`config.mk`:
```
export PLATFORM = sky130hd
export DESIGN_NAME = mac_sequencer
export DESIGN_NICKNAME = d
export VERILOG_FILES = /design/src/rtl/mac_sequencer.sv
export SDC_FILE = /design/constraint.sdc
export NUM_CORES = 1
export LEC_CHECK = 0
export BUFFER_PORTS_ARGS = -buffer_cell sky130_fd_sc_hd__clkbuf_2
export CAP_MARGIN = 25
export CORE_MARGIN = 3
export CORE_UTILIZATION = 51
export DETAILED_ROUTE_END_ITERATION = 12
export PLACE_DENSITY = 0.76
export SKIP_CTS_REPAIR_TIMING = 1
export SYNTH_ARGS = -nofsm -noshare
export SYNTH_HDL_FRONTEND = slang
export SYNTH_SLANG_ARGS = --single-unit
export TNS_END_PERCENT = 100
```
`constraint.sdc`:
```
create_clock -name CLK -period 2.9 [get_ports CLK]
set_clock_uncertainty 0.15 [all_clocks]
set_input_delay 0.29 -clock CLK [delete_from_list [all_inputs] [get_ports CLK]]
set_output_delay 0.29 -clock CLK [all_outputs]
set_load 0.02 [all_outputs]
```
`src/rtl/mac_sequencer.sv`:
```
// ---------------------------------------------------------------------------
// mac_sequencer
//
// Control sequencer for the MAC datapath. An accepted start latches a job
// length, spends one cycle clearing the accumulator, then enables
// accumulation for exactly that many qualified cycles (pausing while RUN_IN
// is low), and finally pulses DONE_OUT for one cycle.
//
// Parameters:
//   CNT_W      width of the length register and cycle counter
//              (maximum run length 2^CNT_W - 1)
//
// Ports:
//   CLK        clock, all state updates on the rising edge
//   RESET_IN   asynchronous active-low reset
//   START_IN   start request, only honoured in IDLE (and in DONE when
//              auto-restart is built in)
//   LEN_IN     number of accumulate cycles, latched on an accepted start
//   RUN_IN     run/pause qualifier while accumulating
//   ABORT_IN   synchronous abort back to IDLE without a DONE pulse
//   RUN_OUT    accumulate enable to the MAC
//   CLEAR_OUT  accumulator clear, one cycle per job
//   DONE_OUT   one-cycle job-complete pulse
//   BUSY_OUT   high while a job is in progress (CLEAR, ACCUM, DONE)
//   COUNT_OUT  accumulate cycles completed in the current job
//
// Build option:
//   MAC_SEQ_AUTO_RESTART_EN  when defined, a start request seen in DONE
//                            launches the next job directly into CLEAR.
// ---------------------------------------------------------------------------
module mac_sequencer #(
  parameter int CNT_W = 4
) (
  input  logic             CLK,
  input  logic             RESET_IN,
  input  logic             START_IN,
  input  logic [CNT_W-1:0] LEN_IN,
  input  logic             RUN_IN,
  input  logic             ABORT_IN,
  output logic             RUN_OUT,
  output logic             CLEAR_OUT,
  output logic             DONE_OUT,
  output logic             BUSY_OUT,
  output logic [CNT_W-1:0] COUNT_OUT
);

  typedef enum logic [1:0] {
    IDLE  = 2'd0,
    CLEAR = 2'd1,
    ACCUM = 2'd2,
    DONE  = 2'd3
  } state_t;

  state_t           state_q, state_d;
  logic [CNT_W-1:0] len_q, len_d;
  logic [CNT_W-1:0] count_q, count_d;

  // State, latched length and progress counter.
  always_ff @(posedge CLK or negedge RESET_IN) begin
    if (!RESET_IN) begin
      state_q <= IDLE;
      len_q   <= '0;
      count_q <= '0;
    end else begin
      state_q <= state_d;
      len_q   <= len_d;
      count_q <= count_d;
    end
  end

  // Next-state and output decode. Abort is applied last so it overrides
  // whatever the state case decided, including the combinational enables.
  always_comb begin
    state_d   = state_q;
    len_d     = len_q;
    count_d   = count_q;
    RUN_OUT   = 1'b0;
    CLEAR_OUT = 1'b0;
    DONE_OUT  = 1'b0;
    BUSY_OUT  = 1'b0;

    case (state_q)
      IDLE: begin
        if (START_IN) begin
          len_d   = LEN_IN;
          count_d = '0;
          state_d = CLEAR;
        end
      end

      CLEAR: begin
        CLEAR_OUT = 1'b1;
        BUSY_OUT  = 1'b1;
        // A zero-length job skips accumulation entirely.
        state_d   = (len_q == '0) ? DONE : ACCUM;
      end

      ACCUM: begin
        BUSY_OUT = 1'b1;
        RUN_OUT  = RUN_IN;
        if (RUN_IN) begin
          count_d = count_q + CNT_W'(1);
          if (count_q == len_q - CNT_W'(1)) begin
            state_d = DONE;
          end
        end
      end

      DONE: begin
        DONE_OUT = 1'b1;
        BUSY_OUT = 1'b1;
        state_d  = IDLE;
`ifdef MAC_SEQ_AUTO_RESTART_EN
        // Back-to-back job: reload and go straight to the clear cycle.
        if (START_IN) begin
          len_d   = LEN_IN;
          count_d = '0;
          state_d = CLEAR;
        end
`endif
      end

      default: begin
        state_d = IDLE;
      end
    endcase

    if (ABORT_IN) begin
      state_d   = IDLE;
      count_d   = '0;
      len_d     = len_q;
      RUN_OUT   = 1'b0;
      CLEAR_OUT = 1'b0;
    end
  end

  assign COUNT_OUT = count_q;

endmodule

```
==> out/summary.md, run 1 <==
- 2.46 ns — worst path required time
- 2.23 ns — final critical path time including I/O delays and setup
- 0 — # diodes
- clkbuf_4 — root cell of the clock tree
- 0 — Final setup viols
- in -> reg — HP Class
- 670 — number of vias in the routed layout
- 44.7 um — Die Wd
- 70.8% — Max-slew headroom
- reg -> out — classification of the worst setup path
- 0 — antenna violations before repair
- register — element type at the critical path start
- 16 — total of buffers placed on input and output ports
- 5.73 — routed vias/inst
- 32.8% — post-synth top area share
- 14 — pin count of the biggest net entering global routing
- 1270 um — post-detail-place hpwl
- 3 — clock buffers created by TritonCTS
- 4 — number of detailed-route iterations in the first pass
- 250 sq um — area taken by flip-flops and latches
- 76.9% — Period Utilization, post-route
- 0 — final count of pins violating max slew
- 25.5% — share of post-route cells with drive strength above 1
- 12 — violation count after the first detailed-route iteration
- built — clock tree from TritonCTS
- 2000 sq um — total die area
- 1350 sq um — core box area
- 0 — grt total ovfl
- 119 — Net count, final
- 66.7% — Final Util
- 10 — number of synthesized register bits
- 10 — CTS sink cnt
- 475 sq um — area of combinational cells with multiple inputs
- 0 — number of max-cap violations
- 0 — EDFF count, synth
- 17 — I/O pin total
- dfrtp_1 — most frequent cell after synthesis
- 32.8% — sequential element share of the synthesized area
- no — RSZ-0062 raised after global routing
- 0.07 ns — clock transition at the register clock pins on the worst setup and hold paths after CTS
- 973 nW/um^2 — power per cell area
- dfrtp_1 — Critical-path top delay cell
- 2760 um — first-pass GRT wire length
- 0 — Post-DRT Antenna Nets
- 0.41 ns — max incr delay on CP
- 9 — largest fanout of any net on the critical path
- 14.1 um — detailed-route wire length per cell
- output port — category of the worst setup path capture point
- 83 — number of instances in the synthesized netlist
- 1.79 ns — arrival time of data at the critical path endpoint
- 13 — number of placement rows
- 10 x dfrtp_1, 8 x inv_1, 7 x ha_1 — top cells by instance count after synthesis
- 0 — total DRC errors in the routed layout
- 0.27 ns — insertion delay of the later-clocked pin in the worst-skew pair
- 448 MHz — timing-limited maximum frequency
- 682 — via count of the first global-routing pass
- 1650 um — total wire length after detailed routing
- 0.437 ns — Least-Margin Pin Slew
- simple AND/OR/NAND/NOR gates — CP delay by family, top
- 0 — final hold vios
- 0 — Syn. warnings
- 29 — synth unique cells
- 0.517 mV — Max IR drop VDD
- inv_1, ha_1, nor2b_1, and2_1, clkbuf_2 — cell-by-cell trace of the critical path
- 1 — Clock H-tree levels
- 100% — async set-or-reset flop fraction in the synthesized netlist
- 2 — count of buffering cells on the critical path with inverters included
- 0 ns — final sum of negative setup slack
- 56.5% — effective utilization at floorplan
- 855 sq um — placed instance area
- dfrtp_1 — Top FF cell, synth
- 44.7 um — die extent in y
- 0.447 nW — Pleak
- 99 — post-synthesis net count
- finished, final reports clean — run status
- 2 — maximum buffer depth of the clock tree
- 0.850 — last weighted congestion value of the routability-driven placer
- 19.6% — global routing usage summed across all routing layers
- dfrtp_1 33%, ha_1 11%, mux2_2 5.9% — main area contributors after synthesis
- 9.20 sq um — mean instance size in the synthesized netlist
- 763 sq um — Mapped Area
- 18.0% — area grow syn2layout
- 112 — final-layout fill cell count
- dfrtp_1 — dominant cell type by area after synthesis
- 901 sq um — post-route standard cell area excluding fillers
## layout by cell type (no fill, tap or decap), drive strengths merged, types with 3 or more instances in the layout
cell	n
o21ai	5
a21oi	6
mux2	4
nor2	4
xor2	4
nand2	3
nand2b	3
dfrtp	10
ha	7
inv	8
nor2b	3
nand3	4
clkbuf	20
## layout make-up
class | count | area share (%)
inverter | 8 | 3.33
tap | 15 | 2.08
timing repair buffer | 17 | 10.0
clock buffer | 4 | 4.03
multi-input combinational | 63 | 52.8
sequential | 10 | 27.8
## kinds of logic after synthesis
logic type	share of synthesized area, %
simple gates	20.0
fa+ha+maj	11.5
flops	32.8
buf+inv	4.92
xor+xnor	8.69
compound gates	16.2
mux	5.90
## sequential cells by signal, indices dropped and copies added, names as in the netlist
signal     count
len_q          4
state_q        2
COUNT_OUT      4
## metal layers
layer	GRT usage, %	routed length (um)	share of wire (%)
met5	0	0	0
met4	16.3	40	2.4
met3	3.25	90	5.5
met2	30.7	769	47
met1	23.2	747	45
## worst reg2reg max path: stages, from the launching register on
cell	delay (ns)
dfrtp_1	0.41
inv_1	0.16
ha_1	0.34
nand2b_1	0.11
a21oi_1	0.40
o21ai_0	0.18
o31ai_1	0.09
## where the power goes
group / internal (mW) / switching [mW] / leakage (nW)
Clock: 0.0763 / 0.0499 / 0.0210
Combinational: 0.221 / 0.281 / 0.297
Sequential: 0.190 / 0.0583 / 0.129
## worst paths after layout
check	from	endpoint	slack, ns	cells past startpoint
max	state_q[0]$_DFFE_PN0P_	RUN_OUT	0.67	5
max in group asynchronous	RESET_IN	state_q[0]$_DFFE_PN0P_	2.09	2
min reg2reg	len_q[1]$_DFFE_PN0P_	len_q[1]$_DFFE_PN0P_	0.39	1
max reg2reg	state_q[0]$_DFFE_PN0P_	COUNT_OUT[0]$_DFFE_PN0P_	0.98	6
min	LEN_IN[0]	len_q[0]$_DFFE_PN0P_	0.10	2
min in group asynchronous	RESET_IN	COUNT_OUT[2]$_DFFE_PN0P_	0.29	2
## per-stage QoR
step | std cells | total power [mW] | hold slack (ns) | setup slack, ns
final | 117 | 0.876 | 0.102 | 0.670
after global routing | 117 | 0.957 | 0.0895 | 0.526
after CTS | 116 | 0.883 | -0.277 | 0.677
after detailed placement | 112 | 0.747 | 0.0225 | 0.976
after global placement | 112 | 0.727 | 0.0209 | 1.01
after floorplan | 83 | 0.633 | -0.156 | 1.11
Power figures use the tool's default switching activity.
==> run 2: changes to the inputs <==
ABC_AREA = 1   (was default)
CORE_ASPECT_RATIO = 0.8   (was default)
CORE_UTILIZATION = 47   (was 51)
PLACE_DENSITY = 0.73   (was 0.76)
clock period = 2 ns   (was 2.9 ns; I/O delays follow)
==> out/summary.md, run 2 <==
- 52.7% — effective utilization at floorplan
- output port — category of the worst setup path capture point
- 12 — number of placement rows
- 120 — post-synthesis net count
- 251 sq um — area taken by flip-flops and latches
- in -> reg — HP Class
- 0 — Final setup viols
- register — element type at the critical path start
- 32.6% — post-synth top area share
- 0.35 ns — reg-to-reg slack, setup
- 2 — maximum buffer depth of the clock tree
- 2 — hold depth
- 0 — total DRC errors in the routed layout
- no — RSZ-0062 raised after global routing
- dfrtp_1 — Top FF cell, synth
- 0.309 ns — pre-CTS setup slack
- 433 sq um — area of combinational cells with multiple inputs
- 590 — via count of the first global-routing pass
- 10.3 um — detailed-route wire length per cell
- 3 — clock buffers created by TritonCTS
- 16 — total of buffers placed on input and output ports
- 1160 um — post-detail-place hpwl
- 0 — EDFF count, synth
- 0 — number of max-cap violations
- 1.19 mW — Design Power
- 4 — count of buffering cells on the critical path with inverters included
- 4 — number of detailed-route iterations in the first pass
- 21 — synth unique cells
- 104 — number of instances in the synthesized netlist
- 1510 um — total wire length after detailed routing
- 15.6% — global routing usage summed across all routing layers
- len_q[0]$_DFFE_PN0P_ — startpoint of the worst-slack reg-to-reg timing path
- 4.69 — routed vias/inst
- 5 — largest fanout of any net on the critical path
- 0.785 mV — Max IR drop VDD
- 1 — Clock H-tree levels
- 32.6% — sequential element share of the synthesized area
- clkbuf_4 — root cell of the clock tree
- 0.518 nW — Pleak
- 0.812 — last weighted congestion value of the routability-driven placer
- 26 x nand2_1, 18 x inv_1, 10 x dfrtp_1 — top cells by instance count after synthesis
- 0 — antenna violations before repair
- 2160 sq um — total die area
- 92.9% — Period Utilization, post-route
- reg -> out — classification of the worst setup path
- 51.2 um — Die Wd
- 10 — number of synthesized register bits
- 1.51 ns — arrival time of data at the critical path endpoint
- flip-flops — CP delay by family, top
- 0.28 ns — insertion delay of the later-clocked pin in the worst-skew pair
- 873 sq um — placed instance area
- 0.259 ns — Least-Margin Pin Slew
- 10 — CTS sink cnt
- 0 — grt total ovfl
- 0.07 ns — clock transition at the register clock pins on the worst setup and hold paths after CTS
- len_q[3]$_DFFE_PN0P_ — Worst Hold Endpoint
- 1.86 ns — final critical path time including I/O delays and setup
- 135 — final-layout fill cell count
- nand2_1 — most common cell after layout, fill and taps aside
- LEN_IN[3] — start point of the worst hold path
- 0.143 ns — post-layout worst setup margin
- dfrtp_1 — dominant cell type by area after synthesis
- 11 — pin count of the biggest net entering global routing
- 42.1 um — die extent in y
- 21.9% — met2 routing resource usage after global routing
- 21 — violation count after the first detailed-route iteration
- 17 — I/O pin total
- 12 — reg2reg path depth
- 1460 sq um — core box area
- 0.44 ns — max incr delay on CP
- 928 sq um — post-route standard cell area excluding fillers
- 2530 um — first-pass GRT wire length
- 5.34% — global-route track usage on met3
- 7.37 sq um — mean instance size in the synthesized netlist
- 538 MHz — timing-limited maximum frequency
- 689 — number of vias in the routed layout
- 100% — async set-or-reset flop fraction in the synthesized netlist
- 27.8% — share of post-route cells with drive strength above 1
- inv_2, ha_1, inv_2, nor2_4, inv_1, nor2_1, clkbuf_2 — cell-by-cell trace of the critical path
- met1 — busiest metal layer after global routing
- 0 ns — final sum of negative setup slack
- 21.0% — area grow syn2layout
- state_q[1]$_DFFE_PN0P_ — FF-to-FF End
- 0 — # diodes
- 767 sq um — Mapped Area
- dfrtp_2 — Critical-path top delay cell
- 82.7% — Max-slew headroom
- 0 — Syn. warnings
- 63.7% — Final Util
- built — clock tree from TritonCTS
- 0 — final hold vios
- inv_2 — CP most frequent cell
- 1.65 ns — worst path required time
- 22.1% — met1 Resource Use GR
- 26 x nand2_1, 17 x inv_1, 16 x clkbuf_2 — top library cells by usage in the layout, fill and taps aside
- 143 — Net count, final
- dfrtp_1 33%, nand2_1 13%, ha_1 11% — main area contributors after synthesis
- nand2_1 — most frequent cell after synthesis
- 1280 nW/um^2 — power per cell area
- 0 — Post-DRT Antenna Nets
- 0 — final count of pins violating max slew
- finished, final reports clean — run status
## run 2: cell types whose count changed after synthesis, sizes merged, moves of 2 or more
cell | previous run | this run
xor2 | 4 | 2
o31ai | 2 | 0
nand2 | 3 | 29
nand3 | 4 | 11
o21ai | 5 | 3
mux2 | 4 | 1
nor2b | 3 | 0
inv | 8 | 21
and2 | 2 | 0
nand2b | 3 | 0
nor2 | 4 | 12
clkbuf | 2 | 0
## run 2: cell families after synthesis
logic type,count (synthesis),synth area share (%)
mux,1,1.47
flops,10,32.6
fa+ha+maj,7,11.4
buf+inv,21,10.9
simple gates,54,34.9
compound gates,8,5.22
xor+xnor,3,3.43
## run 2: final cells by class
type                       instances  area share (%)
multi-input combinational         73            46.6
timing repair buffer              18            10.5
inverter                          21            9.03
clock buffer                       4            3.91
sequential                        10            27.1
tap                               21            2.83
## run 2: metrics by stage
stage                     hold WS (ns)  std cells
after floorplan                 -0.246        104
after global placement         -0.0736        141
after detailed placement       -0.0644        141
after CTS                       -0.365        145
after global routing            0.0102        147
final                          0.00436        147
## run 2: worst max-delay path by stage
stage / start / slack, ns / endpoint / depth (start not counted)
6_report: state_q[0]$_DFFE_PN0P_ / 0.14 / RUN_OUT / 7
5_1_grt: state_q[0]$_DFFE_PN0P_ / 0.03 / RUN_OUT / 7
4_1_cts: state_q[0]$_DFFE_PN0P_ / 0.04 / RUN_OUT / 7
3_5_place_dp: state_q[0]$_DFFE_PN0P_ / 0.31 / COUNT_OUT[3]$_DFFE_PN0P_ / 11
3_3_place_gp: state_q[0]$_DFFE_PN0P_ / 0.33 / COUNT_OUT[3]$_DFFE_PN0P_ / 11
2_1_floorplan: state_q[0]$_DFFE_PN0P_ / 0.43 / RUN_OUT / 6
## run 2: where the power goes
group | total [mW] | internal, mW | switching (mW) | leakage (nW)
Sequential | 0.337 | 0.270 | 0.0665 | 0.125
Combinational | 0.663 | 0.247 | 0.416 | 0.372
Clock | 0.193 | 0.111 | 0.0824 | 0.0210
Total | 1.19 | 0.628 | 0.565 | 0.518
## run 2: layer usage
metal,vias to the layer above,wire (um)
li1,362,-
met1,307,750
met2,16,650
met3,4,96
met4,0,15
met5,-,0
## run 2: worst reg2reg max path, cell delays in order (launching register included)
cell	delay [ns]
dfrtp_1	0.38
inv_1	0.11
ha_1	0.25
inv_1	0.06
nand2_1	0.04
nand2_1	0.06
nand2_1	0.05
nor2_1	0.12
nand2_1	0.06
nand2_1	0.09
nand2_1	0.07
nand2_1	0.06
nand2_1	0.05
==> run 3: changes to the inputs <==
==> constraint.sdc (replaced) <==
create_clock -name CLK -period 2 [get_ports CLK]
set_clock_uncertainty 0.15 [all_clocks]
set_input_delay 0.5 -clock CLK [delete_from_list [all_inputs] [get_ports CLK]]
set_output_delay 0.5 -clock CLK [all_outputs]
set_load 0.02 [all_outputs]
==> out/summary.md, run 3 (same netlist as run 2, synthesis figures left out) <==
- 27.2% — relative contribution of sequential cells to total power
- 1210 um — post-detail-place hpwl
- 506 MHz — timing-limited maximum frequency
- register — element type at the critical path start
- 0 — final count of pins violating max slew
- 0 — grt total ovfl
- 4.47 — routed vias/inst
- nand2_1 — most common cell after layout, fill and taps aside
- 12 — reg2reg path depth
- 0.26 ns — insertion delay of the later-clocked pin in the worst-skew pair
- 0.792 mV — Max IR drop VDD
- 2160 sq um — total die area
- 1460 sq um — core box area
- 631 — via count of the first global-routing pass
- 52.7% — effective utilization at floorplan
- state_q[1]$_DFFE_PN0P_ — startpoint of the worst-slack reg-to-reg timing path
- 32.6% — share of post-route cells with drive strength above 1
- 0.259 ns — Least-Margin Pin Slew
- reg -> out — classification of the worst setup path
- 66.8% — Final Util
- 1.35 ns — worst path required time
- 0 — antenna violations before repair
- 42.1 um — die extent in y
- 0.677 mW — Internal Power
- 17.5% — global routing usage summed across all routing layers
- yes — RSZ-0062 raised after global routing
- 0.595 mW — power dissipated by switching net loads
- 11 — pin count of the biggest net entering global routing
- 2 — maximum buffer depth of the clock tree
- 0.07 ns — clock transition at the register clock pins on the worst setup and hold paths after CTS
- 2 — hold depth
- 17 — I/O pin total
- 146 — Net count, final
- 1310 nW/um^2 — power per cell area
- 14.3% — Clk network pwr share
- 46.7% — Switching Fraction
- 0.0242 ns — post-layout worst setup margin
- 0 — final hold vios
- 26 x nand2_1, 15 x inv_1, 14 x clkbuf_2, 9 x nor2_1, 9 x nand3_1 — top library cells by usage in the layout, fill and taps aside
- 51.2 um — Die Wd
- 4 — number of detailed-route iterations in the first pass
- 1600 um — total wire length after detailed routing
- 1.33 ns — arrival time of data at the critical path endpoint
- LEN_IN[3] — start point of the worst hold path
- 4 — largest fanout of any net on the critical path
- 12 — number of placement rows
- 58.5% — combinational group share of total power
- clkbuf_4 — root cell of the clock tree
- 10 — CTS sink cnt
- 19 — violation count after the first detailed-route iteration
- 671 — number of vias in the routed layout
- 0 — number of max-cap violations
- 82.8% — Max-slew headroom
- 2840 um — first-pass GRT wire length
- output port — category of the worst setup path capture point
- 26.8% — area grow syn2layout
- 3 — clock buffers created by TritonCTS
- 0.151 ns — pre-CTS setup slack
- in -> reg — HP Class
- 16 — total of buffers placed on input and output ports
- 98.8% — Period Utilization, post-route
- built — clock tree from TritonCTS
- 0 — Final setup viols
- 0.533 nW — Pleak
- 0 — Post-DRT Antenna Nets
- COUNT_OUT[3]$_DFFE_PN0P_ — FF-to-FF End
- len_q[3]$_DFFE_PN0P_ — Worst Hold Endpoint
- 10.7 um — detailed-route wire length per cell
- 0 — # diodes
- finished, final reports clean — run status
- 1.98 ns — final critical path time including I/O delays and setup
- 0.33 ns — reg-to-reg slack, setup
- 0 — total DRC errors in the routed layout
- 1 — Clock H-tree levels
- 0.783 — last weighted congestion value of the routability-driven placer
run 3: how the worst max path moves through the flow:
stage | startpoint | endpoint
after floorplan | state_q[0]$_DFFE_PN0P_ | RUN_OUT
after global placement | state_q[0]$_DFFE_PN0P_ | RUN_OUT
after detailed placement | state_q[0]$_DFFE_PN0P_ | RUN_OUT
after CTS | state_q[0]$_DFFE_PN0P_ | RUN_OUT
after global routing | state_q[0]$_DFFE_PN0P_ | RUN_OUT
final | state_q[0]$_DFFE_PN0P_ | RUN_OUT
run 3: critical path, stage by stage, from the launching register on:
cell	delay, ns
dfrtp_2	0.43
inv_4	0.09
ha_4	0.14
inv_2	0.06
nor2_4	0.09
inv_2	0.04
nor2_1	0.08
buf_4	0.14
run 3: area by class of cell:
class	instances	area (sq um)
Tap cell	21	26.3
Timing Repair Buffer	21	125
Multi-Input combinational cell	73	445
Sequential cell	10	253
Inverter	21	86.3
Fill cell	134	484
Clock buffer	4	36.3
run 3: power groups by stage:
stage	clock, mW	sequential, mW	combinational, mW
floorplan	0	0.331	0.521
global placement	0	0.334	0.645
detailed placement	0	0.339	0.660
CTS	0.188	0.334	0.670
global route	0.198	0.354	0.867
finish	0.182	0.346	0.745
run 3: stage by stage:
step / hold slack [ns] / instances / area [sq um] / total power [mW] / TNS (ns)
5_1_grt: 0.318 / 150 / 972 / 1.42 / -0.0214
4_1_cts: -0.0594 / 146 / 917 / 1.19 / -0.147
3_3_place_gp: 0.225 / 142 / 881 / 0.979 / 0
6_report: 0.318 / 150 / 972 / 1.27 / 0
3_5_place_dp: 0.229 / 142 / 881 / 0.998 / 0
2_1_floorplan: 0.0544 / 104 / 767 / 0.852 / 0
run 3: per-layer routing:
layer  up-vias  share of wire, %  track usage [%]
met5         -                 0                0
met4         0              0.50             5.38
met3         2               6.5             4.63
met2        24                44             23.7
met1       272                49             26.6
li1        373                 -                -
